[src/rtl/permute_pkg.sv]
// ---------------------------------------------------------------------------
// permute_pkg
// Shared definitions for the permutation sequencer:
//   - default geometry (lanes per slice line, slice lines per round, rounds)
//   - fixed index port widths
//   - FSM state encoding
//   - saturating increment helper for the optional stall statistics
// ---------------------------------------------------------------------------
package permute_pkg;

    localparam int LANES_DEF  = 25;
    localparam int SLICES_DEF = 64;
    localparam int ROUNDS_DEF = 24;

    localparam int LANE_W  = 5;
    localparam int SLICE_W = 6;
    localparam int ROUND_W = 5;
    localparam int STALL_W = 16;

    typedef enum logic [1:0] {
        ST_IDLE = 2'd0,
        ST_RUN  = 2'd1,
        ST_DONE = 2'd2
    } state_t;

    // Increment that sticks at all-ones instead of wrapping.
    function automatic logic [STALL_W-1:0] sat_inc(input logic [STALL_W-1:0] v);
        return (v == {STALL_W{1'b1}}) ? v : v + 16'd1;
    endfunction

endpackage

[src/rtl/permute_ring_counter.sv]
// ---------------------------------------------------------------------------
// permute_ring_counter
// Modulo-MODULUS counter with synchronous clear, count enable and carry-out.
// Ports:
//   clk      - clock, rising edge
//   rst      - asynchronous active-high reset (value -> 0)
//   i_clr    - synchronous clear to 0 (has priority over i_inc)
//   i_inc    - count enable
//   o_value  - current count, 0..MODULUS-1
//   o_carry  - i_inc while at MODULUS-1 (the wrap cycle), combinational
// ---------------------------------------------------------------------------
module permute_ring_counter #(
    parameter int MODULUS = 25,
    parameter int WIDTH   = 5
) (
    input  logic             clk,
    input  logic             rst,
    input  logic             i_clr,
    input  logic             i_inc,
    output logic [WIDTH-1:0] o_value,
    output logic             o_carry
);

    logic [WIDTH-1:0] r_value;
    logic             w_at_max;

    assign w_at_max = (r_value == WIDTH'(MODULUS - 1));
    assign o_carry  = i_inc & w_at_max;
    assign o_value  = r_value;

    always_ff @(posedge clk or posedge rst) begin
        if (rst) begin
            r_value <= '0;
        end else if (i_clr) begin
            r_value <= '0;
        end else if (i_inc) begin
            r_value <= w_at_max ? '0 : r_value + WIDTH'(1);
        end
    end

endmodule

[src/rtl/permute_sequencer.sv]
// ---------------------------------------------------------------------------
// permute_sequencer
// Walks a bit-serial permutation: LANES bits per slice line, SLICES lines per
// round, ROUNDS rounds. Each accepted upstream bit produces one en strobe and
// advances the lane/slice/round counters (three chained ring counters).
//
// Optional feature (macro PERMUTE_SEQ_STALL_STATS_EN): adds output stall_cnt,
// a saturating count of RUN cycles in which src_valid was low.
//
// Ports:
//   clk        - clock, rising edge
//   rst        - asynchronous active-high reset
//   start      - level-sampled run request, honoured only in IDLE
//   src_valid  - upstream bit available this cycle
//   en         - transfer strobe (RUN and src_valid)
//   lane_idx   - current lane     0..LANES-1
//   slice_idx  - current slice    0..SLICES-1
//   round_idx  - current round    0..ROUNDS-1
//   co_c25     - transfer on the last lane
//   co_c64     - transfer on the last slice line
//   busy       - high in RUN and DONE
//   done       - single-cycle completion pulse
//   stall_cnt  - (macro only) stalled RUN cycles, saturating
// ---------------------------------------------------------------------------
module permute_sequencer
    import permute_pkg::*;
#(
    parameter int LANES  = LANES_DEF,
    parameter int SLICES = SLICES_DEF,
    parameter int ROUNDS = ROUNDS_DEF
) (
    input  logic               clk,
    input  logic               rst,
    input  logic               start,
    input  logic               src_valid,
    output logic               en,
    output logic [LANE_W-1:0]  lane_idx,
    output logic [SLICE_W-1:0] slice_idx,
    output logic [ROUND_W-1:0] round_idx,
    output logic               co_c25,
    output logic               co_c64,
    output logic               busy,
    output logic               done
`ifdef PERMUTE_SEQ_STALL_STATS_EN
    ,
    output logic [STALL_W-1:0] stall_cnt
`endif
);

    state_t r_state;
    state_t w_state_next;

    logic w_en;
    logic w_clr;
    logic w_lane_carry;
    logic w_slice_carry;
    logic w_round_carry;

    assign w_en  = (r_state == ST_RUN) & src_valid;
    assign w_clr = (r_state == ST_IDLE) & start;

    assign en     = w_en;
    assign co_c25 = w_lane_carry;
    // Fires on every transfer of the last slice line, not only its wrap.
    assign co_c64 = w_en & (slice_idx == SLICE_W'(SLICES - 1));

    permute_ring_counter #(
        .MODULUS (LANES),
        .WIDTH   (LANE_W)
    ) u_lane_cnt (
        .clk     (clk),
        .rst     (rst),
        .i_clr   (w_clr),
        .i_inc   (w_en),
        .o_value (lane_idx),
        .o_carry (w_lane_carry)
    );

    permute_ring_counter #(
        .MODULUS (SLICES),
        .WIDTH   (SLICE_W)
    ) u_slice_cnt (
        .clk     (clk),
        .rst     (rst),
        .i_clr   (w_clr),
        .i_inc   (w_lane_carry),
        .o_value (slice_idx),
        .o_carry (w_slice_carry)
    );

    // Round carry is the final transfer of the permutation: last lane,
    // last slice line and last round all at once. All three counters wrap
    // to 0 on that transfer, which is the value they hold in IDLE.
    permute_ring_counter #(
        .MODULUS (ROUNDS),
        .WIDTH   (ROUND_W)
    ) u_round_cnt (
        .clk     (clk),
        .rst     (rst),
        .i_clr   (w_clr),
        .i_inc   (w_slice_carry),
        .o_value (round_idx),
        .o_carry (w_round_carry)
    );

    always_ff @(posedge clk or posedge rst) begin
        if (rst) begin
            r_state <= ST_IDLE;
        end else begin
            r_state <= w_state_next;
        end
    end

    always_comb begin
        w_state_next = r_state;
        busy         = 1'b0;
        done         = 1'b0;
        case (r_state)
            ST_IDLE: begin
                if (start) begin
                    w_state_next = ST_RUN;
                end
            end
            ST_RUN: begin
                busy = 1'b1;
                if (w_round_carry) begin
                    w_state_next = ST_DONE;
                end
            end
            ST_DONE: begin
                busy         = 1'b1;
                done         = 1'b1;
                w_state_next = ST_IDLE;
            end
            default: begin
                w_state_next = ST_IDLE;
            end
        endcase
    end

`ifdef PERMUTE_SEQ_STALL_STATS_EN
    logic [STALL_W-1:0] r_stall_cnt;

    always_ff @(posedge clk or posedge rst) begin
        if (rst) begin
            r_stall_cnt <= '0;
        end else if (w_clr) begin
            r_stall_cnt <= '0;
        end else if ((r_state == ST_RUN) && !src_valid) begin
            r_stall_cnt <= sat_inc(r_stall_cnt);
        end
    end

    assign stall_cnt = r_stall_cnt;
`endif

endmodule

[config.mk]
export PLATFORM = sky130hd
export DESIGN_NAME = permute_sequencer
export DESIGN_NICKNAME = d
export VERILOG_FILES = /design/src/rtl/permute_pkg.sv /design/src/rtl/permute_ring_counter.sv /design/src/rtl/permute_sequencer.sv
export SDC_FILE = /design/constraint.sdc
export NUM_CORES = 1
export LEC_CHECK = 0
export ABC_AREA = 0
export BUFFER_PORTS_ARGS = -buffer_cell sky130_fd_sc_hd__buf_2
export CAP_MARGIN = 30
export CORE_MARGIN = 8
export CORE_UTILIZATION = 50
export DETAILED_ROUTE_END_ITERATION = 10
export PLACE_DENSITY_LB_ADDON = 0.12
export SYNTH_ARGS = -nofsm -noshare
export SYNTH_HDL_FRONTEND = slang
export SYNTH_SLANG_ARGS = --single-unit
[constraint.sdc]
create_clock -name clk -period 2.5 [get_ports clk]
set_clock_uncertainty 0.2 [all_clocks]
set_input_delay 0.125 -clock clk [delete_from_list [all_inputs] [get_ports clk]]
set_output_delay 0.125 -clock clk [all_outputs]
set_load 0.01 [all_outputs]
# Yosys cells after proc, flatten, opt, wreduce, memory -nomap -nowiden
# Index checks and enable logic that the tools add are counted.
[classes]
add_sub_neg = 3
eq_ne = 7
muxes = 14
bitwise_logic = 6
n_reduce_logical = 6
[ops]
columns = ["operator", "n"]
rows = [
  ["$mux W5", 6],
  ["$mux W6", 3],
  ["$add A5 B1 Y5 const B", 2],
  ["$eq A5 B5 Y1 const B", 2],
  ["$add A6 B1 Y6 const B", 1],
  ["$and A1 B1 Y1", 6],
  ["$eq A6 B6 Y1 const B", 1],
  ["$reduce_bool A2 Y1", 3],
  ["$mux W2", 2],
  ["$pmux W2 S2", 1],
  ["$eq A2 B1 Y1 const B", 1],
  ["$eq A2 B2 Y1 const B", 1],
  ["$logic_not A2 Y1", 1],
  ["$mux W1", 2],
  ["$ne A2 B1 Y1 const B", 1],
  ["$ne A2 B2 Y1 const B", 1],
  ["$reduce_and A2 Y1", 1],
  ["$reduce_or A2 Y1", 1],
]
[totals]
reg_bits = 18
in_bits = 4
out_inout_bits = 21
wordCells = 40

# Depth between registers and ports, before layout
# Gate-level depths: netlist of run 1.
[depth]
depth_word = 7
ltp_mapped = 7
ltp_nobuf = 7

# Modules after synthesis
# From an unflattened synthesis of run 1, not the netlist that was laid out.
[unflattened]
cells_unflattened = 108
hier_area_um2 = 1079.8
[by_module_without_submodules]
columns = ["module", "instances", "cells_per_inst", "area_per_inst_um2", "seq_area_each_um2"]
rows = [
  ["permute_ring_counter at u_lane_cnt", 1, 33, 305.3, 125.1],
  ["permute_ring_counter at u_slice_cnt", 1, 31, 305.3, 150.1],
  ["permute_ring_counter at u_round_cnt", 1, 24, 274.0, 125.1],
  ["permute_sequencer", 1, 20, 195.2, 50.0],
]

# Worst setup path after synthesis of run 1
# OpenSTA, ideal clock, no wires.
[synth_timing]
kind = "flip-flop to flip-flop"
startpoint = "register u_lane_cnt.r_value[0] (netlist: u_lane_cnt.o_value[0])"
endpoint = "register r_state[0]"
setup_ns = 0.125
t_arrival_ns = 1.761
setup_slack_ns = 0.414
path_stages_with_launch = 8
synth_period_minus_slack_ns = 2.086
path_cell_list = "dfrtp_1 -> inv_1 -> ha_1 -> and4b_1 -> buf_6 -> and4_2 -> a21oi_1 -> mux2_2"
[synth_via]
elab_chain_cells = 6
[synth_lines]
columns = ["item", "line", "source"]
rows = [
  ["start: declaration", "permute_ring_counter.sv:24", "logic [WIDTH-1:0] r_value;"],
  ["start signal: assignment", "permute_ring_counter.sv:37", "r_value <= w_at_max ? '0 : r_value + WIDTH'(1);"],
  ["$eq A5 B5 Y1", "permute_ring_counter.sv:27", "assign w_at_max = (r_value == WIDTH'(MODULUS - 1));"],
  ["$and A1 B1 Y1 (3 in a row)", "permute_ring_counter.sv:28", "assign o_carry = i_inc & w_at_max;"],
  ["$ne A2 B1 Y1 (no source line)", "--", ""],
  ["$reduce_and A2 Y1 (no source line)", "--", ""],
  ["end signal: assignment", "permute_sequencer.sv:110", "r_state <= w_state_next;"],
  ["end: declaration", "permute_sequencer.sv:50", "state_t r_state;"],
]
# Every way passes these cells.
# A chain may end at the register's enable or synchronous reset.

# Worst setup path in the final report of run 1
[layout_timing]
startpoint = "register r_state[1]"
endpoint = "register r_state[0]"
[layout_via]
elab_chain_cells = 7
elab_cells_between_ends = 10
classes_between = "eq/ne (3); mux (1); bitwise (4); reduce/logical (2)"
[layout_lines]
columns = ["item", "line", "source"]
rows = [
  ["$eq A2 B1 Y1", "permute_sequencer.sv:59, permute_sequencer.sv:118", ""],
  ["$and A1 B1 Y1", "permute_sequencer.sv:59", "assign w_en = (r_state == ST_RUN) & src_valid;"],
  ["$and A1 B1 Y1 (3 in a row)", "permute_ring_counter.sv:28", ""],
  ["$ne A2 B1 Y1 (no source line)", "--", ""],
  ["$reduce_and A2 Y1 (no source line)", "--", ""],
]
# Several ways; a longest one is shown, not always the timed one.

==> impl_metrics.tcl, run 1 <==
set metrics [dict create \
    hold_class "input port to flop" \
    p_switching_mw 0.2909 \
    p_comb_share_pct 37.1 \
    cp.required_ns 2.47 \
    finalMaxSlewViolations 0 \
    slew_headroom_pct 53.64 \
    drtIter0Drc 33 \
    finalCriticalPeriod_ns 2.244 \
    wire_per_inst_um 13.42 \
    switching_share_pct 37.26 \
    io_pins 25 \
    stdcell_count 174 \
    status "finished, final reports clean" \
    cts_buffer_depth 2 \
    cts_root_buffer "clkbuf_4" \
    rsz0062_at_grt "no" \
    fin_crit_sh_pct 89.74 \
    finalHoldViolations 0 \
    path_max_fanout 9 \
    io_buffers 24 \
    critPathBufInv 2 \
    vias 966 \
    tightest_slew_ns 0.6946 \
    rows 17 \
    synth_area_mm2 0.001085 \
    fin_util_pct 59.41 \
    cpPeakStageDelay_ns 0.37 \
    worst_setup_path_start_kind "flop" \
    met3_usage_pct 2.867 \
    finalSetupTns_ns 0 \
    critPathTopFamily "simple AND/OR/NAND/NOR gates" \
    fp.dieH_um 62.58 \
    final_layout_size_suffix_gt1_share_pct 24.66 \
    vias_per_cell 5.552 \
    area_growth_pct 16.49 \
    gp_congestion 0.8221 \
    power.density_mw_per_mm2 617.8 \
    final_nets 161 \
    synth-seq-area-share_pct 41.52 \
    dieArea_mm2 0.003916 \
    use_met1_pct 14.00 \
    power.internal_mw 0.4898 \
    antenna_found_initial 0 \
    synth_fp_nets 133 \
    insertion_delay_ns 0.28 \
    path_clk_slew_ns 0.10 \
    ir_drop_uv 494.1 \
    finalSetupViolations 0 \
    cts_buffers 3 \
    grt-busiest-layer "met2" \
    core_area_mm2 0.002127 \
    dp_hpwl_um 1779 \
    fmax_ghz 0.4457 \
    grt_usage_pct 12.13 \
    syn_avg_cell_area_um2 9.040 \
    synth.area.top_cells "dfrtp_1 (42%), ha_1 (10%), nand2_1 (6.2%), a21oi_1 (5.5%), nor2_1 (4.5%)" \
    ctsResizeCount 0 \
    synth_top_area_share_pct 41.52 \
    cp.arrival_ns 2.21 \
    ant_nets 0 \
    cp-end-kind "flop" \
    syn-instance-count 120 \
    drt_wl_total_um 2335 \
    die_w_um 62.58 \
    worstPathCellList "inv_1, ha_1, nand2_1, clkinv_4, and4_2, a21oi_1, mux2_2" \
    grt_pass1_vias 950 \
    drv_cap 0 \
    dp_cells 169 \
    netlist.top_cell.by_area "dfrtp_1" \
    drtPass1Iterations 4 \
    grt_use_met2_pct 21.22 \
    synth_seq_cells 18 \
    cts_tree "yes" \
    diodes 0 \
    grt_max_degree 19 \
    htreeDepth 1 \
    start_util_pct 51.00 \
    p_clk_share_pct 18.1 \
    drc 0 \
    crit_path_top_delay_cell "dfrtp_1" \
    synth_cell_types 28 \
    ys_warn_count 0 \
    grt_pass1_wl_um 4071 \
    power.leakage_nw 0.6492 \
    cts_sinks 18 \
    grt_overflow 0 \
    seq_power_share_pct 44.8 \
    crit_type "flop to flop" \
]
## power by group through the flow
stage	Sequential [mW]	Combinational [mW]	Clock, mW
6_report	0.350	0.290	0.141
5_1_grt	0.353	0.332	0.159
3_3_place_gp	0.354	0.279	0
2_1_floorplan	0.356	0.206	0
3_5_place_dp	0.356	0.295	0
4_1_cts	0.350	0.299	0.148
## worst paths after layout
path                                   startpoint                                  to  slack (ns)  cells after the start
setup / recovery           r_state[1]$_DFFE_PP0P_              r_state[0]$_DFFE_PP0P_        0.26                      7
hold / removal                          src_valid   u_lane_cnt.o_value[2]$_DFFE_PP0P_        0.02                      4
setup reg to reg           r_state[1]$_DFFE_PP0P_              r_state[0]$_DFFE_PP0P_        0.26                      7
hold reg to reg            r_state[1]$_DFFE_PP0P_              r_state[1]$_DFFE_PP0P_        0.35                      1
max in group asynchronous                     rst  u_round_cnt.o_value[4]$_DFFE_PP0P_        1.37                      3
min in group asynchronous                     rst  u_slice_cnt.o_value[4]$_DFFE_PP0P_        0.28                      3
## metrics by stage
stage	setup WS [ns]	instance area [um^2]	hold WS [ns]	total power, mW
detailed placement	0.2523	1221	0.08363	0.6512
finish	0.2565	1264	0.02403	0.7807
CTS	0.2347	1264	0.01859	0.7968
global placement	0.3100	1221	0.06685	0.6334
floorplan	0.4139	1085	-0.1364	0.5620
global route	0.1212	1264	0.07078	0.8440
## cells by family (layout without fill, tap and decap cells)
group | count (synthesis) | in the layout | share of synthesized area (%)
mux | 3 | 3 | 2.999
fa+ha+maj | 9 | 9 | 10.38
buf+inv | 11 | 37 | 4.960
xor+xnor | 1 | 1 | 0.8075
compound gates | 22 | 22 | 11.65
flops | 18 | 18 | 41.52
simple gates | 56 | 56 | 27.68
## cells in the final DEF, fill, tap and decap left out, types with 3 or more instances in the layout
master | Yosys | final
or4_1 | 3 | 3
ha_1 | 9 | 9
nor2_1 | 13 | 13
clkbuf_4 | 0 | 3
buf_2 | 0 | 24
nand3_1 | 7 | 7
dfrtp_1 | 18 | 18
inv_1 | 7 | 7
nor3_1 | 3 | 3
o21ai_0 | 5 | 5
a21oi_1 | 12 | 12
nand2_1 | 18 | 18
## final cells by class
| class | instances | area, um^2 |
|---|---|---|
| Fill cell | 194 | 863.3 |
| Multi-Input combinational cell | 91 | 580.6 |
| Sequential cell | 18 | 450.4 |
| Timing Repair Buffer | 26 | 140.1 |
| Inverter | 8 | 35.03 |
| Tap cell | 28 | 35.03 |
| Clock buffer | 3 | 22.52 |
## metal layers
metal	part of all wire, %	wire length (um)
met5	0	0
met4	0.60	14
met3	3.3	78
met2	49	1150
met1	47	1092
## flip-flops by register name (all words and copies together) (netlist names)
signal and cells:
u_round_cnt.o_value 5, u_lane_cnt.o_value 5, r_state 2, u_slice_cnt.o_value 6
## worst reg2reg max path, cell delays in order, from the launching register on
cell,delay (ns)
dfrtp_1,0.37
inv_1,0.09
ha_1,0.23
nand2_1,0.27
clkinv_4,0.15
and4_2,0.24
a21oi_1,0.22
mux2_2,0.37
## what timing repair did
| item | CTS | global route |
|---|---|---|
| hold buffers | 2 | 0 |
| hold endpoints to repair | 20 | 0 |
| setup endpoints to repair | 0 | 0 |
| setup buffers | 0 | 0 |
## synthesized netlist by cell type (all sizes together)
cell type / n
or3: 2
inv: 7
nor2: 13
a21oi: 12
a31o: 1
nand4b: 1
buf: 1
nand2: 18
and2: 2
nor2b: 2
and4: 1
mux2: 2
nor3: 3
or4: 3
dfrtp: 18
and3: 1
a211oi: 1
clkinv: 1
o21ai: 5
mux2i: 1
a311oi: 2
nand4: 1
nand3: 7
xor2: 1
and4b: 2
ha: 9
a22oi: 1
clkbuf: 2
No activity file was read; power rests on OpenSTA's default activity.
==> run 2, diff against run 1 <==
RECOVER_POWER = 100   (was not set)
clock period = 2.72 ns   (was 2.5 ns; I/O delays follow)
==> run 2 against run 1 <==
Effect of this change:
- fmax fell by 2.9%
- sequential power shrank 8.0%
- power is 4.3% lower
- sequential cell count is the same
- critical path depth is the same
- register-to-register slack improved by 0.15 ns
- combinational power is 12% lower
- via count shrank 2.2%
- global-route usage grew 0.26 points
- non-clock buffer count did not move
- critical path type unchanged
- largest power group unchanged
==> impl_metrics.tcl, run 2 (same netlist as run 1, synthesis figures left out) <==
set metrics [dict create \
    drt_wl_total_um 2389 \
    top_layer_used "met4" \
    antenna_found_initial 0 \
    worst_setup_path_start_kind "flop" \
    hold_path_end "u_lane_cnt.o_value[2]$_DFFE_PP0P_" \
    regArea_um2 450.4 \
    cp-end-kind "flop" \
    drv_cap 0 \
    grt_pass1_vias 922 \
    die_w_um 62.58 \
    rsz0062_at_grt "no" \
    wire_per_inst_um 13.65 \
    power.density_mw_per_mm2 605.0 \
    final_nets 161 \
    dieArea_mm2 0.003916 \
    multiInputGateArea_um2 564.3 \
    met1_length_um 1095 \
    hold_class "input port to flop" \
    grt_overflow 0 \
    finalSetupTns_ns 0 \
    post_cts_buffers 0 \
    start_util_pct 51.00 \
    slew_headroom_pct 54.21 \
    diodes 0 \
    dp_slack_ns 0.4914 \
    met3WireLength_um 86 \
    r2r-start "r_state[1]$_DFFE_PP0P_" \
    cp.arrival_ns 2.34 \
    cp.required_ns 2.75 \
    finalHoldViolations 0 \
    worstPathCellList "inv_1, ha_1, nand2_1, clkinv_4, nand4_1, or4_1, a21oi_1" \
    cts_buffer_depth 2 \
    drc 0 \
    grt_pass1_wl_um 4098 \
    cts_tree "yes" \
    fin_ws_ns 0.4093 \
    path_max_fanout 9 \
    io_buffers 24 \
    min_from "src_valid" \
    stdcell_count 175 \
    gp_congestion 0.8221 \
    finalInstanceArea_mm2 0.001235 \
    finalMaxSlewViolations 0 \
    cts_buffers 3 \
    core_area_mm2 0.002127 \
    n_fill_cell 201 \
    rows 17 \
    path_depth 7 \
    path_clk_slew_ns 0.11 \
    power.leakage_nw 0.5528 \
    fmax_ghz 0.4328 \
    worst_r2r_path_depth 7 \
    crit_type "flop to flop" \
    ir_drop_uv 368.6 \
    reg2reg_to "u_round_cnt.o_value[3]$_DFFE_PP0P_" \
    io_pins 25 \
    final_layout_size_suffix_gt1_share_pct 9.524 \
    grt_usage_pct 12.39 \
    mostFrequentLayoutCells "clkbuf_1 (21), nand2_1 (18), dfrtp_1 (18)" \
    cts_sinks 18 \
    drtPass1Iterations 4 \
    r2r_slack_ns 0.41 \
    critPathBufInv 2 \
    detailed_place.area_mm2 0.001221 \
    vias_per_cell 5.400 \
    vias 945 \
    holdPathStages 4 \
    drtIter0Drc 30 \
    dp_cells 169 \
    ant_nets 0 \
    fin_crit_sh_pct 84.95 \
    crit_path_top_delay_cell "or4_1" \
    dp_hpwl_um 1795 \
    status "finished, final reports clean" \
    area_growth_pct 13.84 \
    critPathTopFamily "simple AND/OR/NAND/NOR gates" \
    insertion_delay_ns 0.29 \
    htreeDepth 1 \
    finalCriticalPeriod_ns 2.311 \
    cts_root_buffer "clkbuf_4" \
    grt_max_degree 19 \
    largest_reg_flops 6 \
    finalSetupViolations 0 \
    wl_met2_um 1189 \
    final_common_cell "clkbuf_1" \
    fp.dieH_um 62.58 \
    hold_ws_ns 0.02299 \
    cpPeakStageDelay_ns 0.56 \
    tightest_slew_ns 0.6861 \
]
run 2: where the power goes:
group	internal (mW)	switching, mW	leakage, nW
Combinational	0.0954	0.161	0.285
Clock	0.0815	0.0873	0.0210
Sequential	0.294	0.0282	0.247
run 2: how the worst max path moves through the flow:
stage / startpoint / endpoint / slack, ns
2_1_floorplan: u_lane_cnt.o_value[0]$_DFFE_PP0P_ / r_state[0]$_DFFE_PP0P_ / 0.63
3_3_place_gp: r_state[1]$_DFFE_PP0P_ / r_state[0]$_DFFE_PP0P_ / 0.53
3_5_place_dp: r_state[1]$_DFFE_PP0P_ / r_state[0]$_DFFE_PP0P_ / 0.49
4_1_cts: r_state[1]$_DFFE_PP0P_ / r_state[0]$_DFFE_PP0P_ / 0.46
5_1_grt: r_state[1]$_DFFE_PP0P_ / u_round_cnt.o_value[4]$_DFFE_PP0P_ / 0.26
6_report: r_state[1]$_DFFE_PP0P_ / u_round_cnt.o_value[3]$_DFFE_PP0P_ / 0.41
run 2: timing repair:
item | CTS | global route
hold endpoints to repair | 20 | 0
hold buffers | 2 | 0
resized for setup | 0 | 0
run 2: per-layer routing:
layer | track usage, % | vias to the layer above
li1 | - | 472
met3 | 3.405 | 2
met2 | 20.57 | 14
met4 | 5.128 | 0
met1 | 14.63 | 457
met5 | 0 | -
run 2: worst reg2reg max path: cells and delay by family, from the launching register on:
| kind | cells | cell delay, ns |
|---|---|---|
| AND/OR/NAND/NOR | 3 | 1.00 |
| flip-flops | 1 | 0.41 |
| buffers and inverters | 2 | 0.27 |
| adder cells (fa/ha/maj) | 1 | 0.22 |
| AO/OA/AOI/OAI | 1 | 0.15 |
run 2: stage by stage:
step                      total power, mW  util [%]
after global routing               0.8036     58.06
after detailed placement           0.5968     57.41
after global placement             0.5821     57.41
final                              0.7471     58.06
after floorplan                    0.5165         -
after CTS                          0.7704     60.06
run 2: cell type report:
| class | count | share of cell area [%] |
|---|---|---|
| clock buffers | 4 | 2.938 |
| inverters | 8 | 2.837 |
| multi-input cells | 91 | 45.69 |
| flip-flops and latches | 18 | 36.47 |
| well taps | 28 | 2.837 |
| repair buffers | 26 | 9.220 |
==> run 3, diff against run 2 <==
ABC_AREA = 1   (was 0)
CORE_UTILIZATION = 48   (was 50)
clock period = 2.1 ns   (was 2.72 ns; I/O delays follow)
==> run 3 against run 2 <==
Effect of this change:
- die area is 7.2% higher
- worst setup slack got worse by 0.18 ns
- global-route usage is 0.22 points higher
- synthesized area is 5.3% higher
==> impl_metrics.tcl, run 3 <==
set metrics [dict create \
    hold_class "input port to flop" \
    n_fill_cell 229 \
    synth_xor_area_share_pct 3.834 \
    grt_pass1_wl_um 4312 \
    grt_pass1_vias 1033 \
    io_pins 25 \
    cp-end-kind "output pin" \
    crit_path_top_delay_cell "dfrtp_1" \
    crit_type "flop to output pin" \
    syn-instance-count 135 \
    dieArea_mm2 0.004197 \
    gp_congestion 0.8085 \
    core_area_mm2 0.002233 \
    fin_crit_sh_pct 89.28 \
    fin_ws_ns 0.2252 \
    finalInstanceArea_mm2 0.001304 \
    synth-seq-area-share_pct 39.43 \
    path_clk_slew_ns 0.11 \
    htreeDepth 1 \
    dp_cells 187 \
    power.internal_mw 0.6964 \
    insertion_delay_ns 0.30 \
    synth_top_area_share_pct 39.43 \
    finalHoldViolations 0 \
    ys_warn_count 0 \
    drt_wl_total_um 2360 \
    ir_drop_uv 599.7 \
    r2r_slack_ns 0.24 \
    antenna_found_initial 0 \
    p_clk_share_pct 18.0 \
    grt_max_degree 19 \
    p_comb_share_pct 41.8 \
    netlist.top_cell.by_area "dfrtp_1" \
    synth_cell_types 26 \
    status "finished, final reports clean" \
    wire_per_inst_um 12.23 \
    largest_reg_flops 6 \
    synthAdderAreaFrac_pct 9.858 \
    synth_mux_area_share_pct 0 \
    ctsResizeCount 0 \
    ant_nets 0 \
    synth_area_mm2 0.001142 \
    path_max_fanout 5 \
    cts_root_buffer "clkbuf_4" \
    synth_fp_nets 148 \
    drc 0 \
    diodes 0 \
    synth.area.top_cells "dfrtp_1 (39%), ha_1 (9.9%), nand2_1 (9.5%), nand3_1 (4.8%), inv_1 (4.6%)" \
    synth-compound-area-share_pct 7.338 \
    cpPeakStageDelay_ns 0.42 \
    rows 17 \
    synth_top_family_by_area "simple AND/OR/NAND/NOR gates" \
    cts_tree "yes" \
    drv_cap 0 \
    tightest_slew_ns 0.6757 \
    slew_headroom_pct 54.90 \
    synth_ff_type "dfrtp_1" \
    finalCriticalPeriod_ns 1.875 \
    start_util_pct 51.15 \
    die_w_um 64.79 \
    cp.required_ns 1.79 \
    drtPass1Iterations 4 \
    mostFrequentLayoutCells "nand2_1 (32), clkbuf_1 (20), dfrtp_1 (18)" \
    detailed_place.area_mm2 0.001300 \
    finalSetupTns_ns 0 \
    power.leakage_nw 0.6676 \
    cp.arrival_ns 1.57 \
    cts_buffer_depth 2 \
    fmax_ghz 0.5334 \
    final_layout_size_suffix_gt1_share_pct 14.55 \
    synth_seq_cells 18 \
    io_buffers 24 \
    cts_buffers 3 \
    worst_setup_path_start_kind "flop" \
    p_switching_mw 0.5255 \
    synth_common_cells "nand2_1 (29), dfrtp_1 (18), inv_1 (14), nand3_1 (11), nor2_1 (11)" \
    vias 969 \
    yosysMostFrequentCell "nand2_1" \
    final_common_cell "nand2_1" \
    synth-async-reset-ratio_pct 100.0 \
    worstPathCellList "inv_1, ha_1, nand2_4, nor3_1, clkbuf_1" \
    syn_avg_cell_area_um2 8.462 \
    power.density_mw_per_mm2 937.2 \
    finalMaxSlewViolations 0 \
    grt_usage_pct 12.61 \
    synthSimpleGateAreaFrac_pct 32.97 \
    area_growth_pct 14.13 \
    synth_edf_count 0 \
    drtIter0Drc 38 \
    rsz0062_at_grt "no" \
    finalPower_mw 1.222 \
    finalSetupViolations 0 \
    switching_share_pct 43.00 \
    cts_sinks 18 \
    stdcell_count 193 \
    seq_power_share_pct 40.2 \
    dp_slack_ns 0.3374 \
    vias_per_cell 5.021 \
    fp.dieH_um 64.79 \
    dp_hpwl_um 1891 \
    grt_overflow 0 \
    final_nets 179 \
]
-- run 3: cell types whose count changed after synthesis, moves of 3 or more --
| cell | previous run | this run |
|---|---|---|
| nand3_1 | 7 | 11 |
| nand2_1 | 18 | 29 |
| inv_2 | 0 | 3 |
| nand2_4 | 0 | 4 |
| inv_1 | 7 | 14 |
| nand2_2 | 0 | 3 |
| a21oi_1 | 12 | 5 |
| or4_1 | 3 | 0 |
| xor2_1 | 1 | 5 |
-- run 3: critical path: cells and delay by family (launching register included) --
kind | cells | cell delay (ns)
DFF | 1 | 0.42
buffers and inverters | 2 | 0.31
and+or+nand+nor | 2 | 0.31
adders and majority gates | 1 | 0.23
-- run 3: cell type report --
class / count / area (um^2) / area share [%]
well taps: 28 / 35.03 / 2.687
repair buffers: 27 / 122.6 / 9.405
inverters: 18 / 70.07 / 5.374
clock buffers: 4 / 36.28 / 2.783
flip-flops and latches: 18 / 450.4 / 34.55
multi-input cells: 98 / 589.3 / 45.20
-- run 3: timing repair --
action	in CTS	in global routing
setup buffers	0	0
hold endpoints to repair	20	0
hold buffers	2	0
-- run 3: final timing paths --
check,start,end,cells past startpoint
max,r_state[1]$_DFFE_PP0P_,co_c64,5
min,src_valid,u_lane_cnt.o_value[1]$_DFFE_PP0P_,5
max reg2reg,r_state[1]$_DFFE_PP0P_,u_slice_cnt.o_value[5]$_DFFE_PP0P_,8
min reg2reg,u_round_cnt.o_value[4]$_DFFE_PP0P_,u_round_cnt.o_value[4]$_DFFE_PP0P_,2
max in group asynchronous,rst,u_slice_cnt.o_value[2]$_DFFE_PP0P_,3
min in group asynchronous,rst,u_round_cnt.o_value[2]$_DFFE_PP0P_,3
-- run 3: power groups by stage --
stage	combinational, mW	sequential, mW	clock (mW)
floorplan	0.369	0.509	0
global placement	0.536	0.493	0
detailed placement	0.544	0.497	0
CTS	0.553	0.490	0.224
global route	0.595	0.501	0.236
finish	0.511	0.491	0.220
-- run 3: metrics by stage --
stage                     hold WS (ns)  util (%)
after floorplan                -0.1564         -
after global placement         0.03771     58.21
after detailed placement       0.04834     58.21
after CTS                      0.09375     60.73
after global routing            0.1194     58.38
final                          0.08882     58.38
-- run 3: logic make-up after synthesis --
logic type,after synthesis
flops,18
xor+xnor,5
fa+ha+maj,9
compound gates,15
buf+inv,19
simple gates,69
-- run 3: metal layers --
layer | track usage, % | wire length (um) | vias up
met1 | 13.44 | 1029 | 449
met2 | 22.61 | 1171 | 23
met4 | 5.450 | 23 | 0
met5 | 0 | 0 | -
li1 | - | - | 493
met3 | 3.608 | 136 | 4
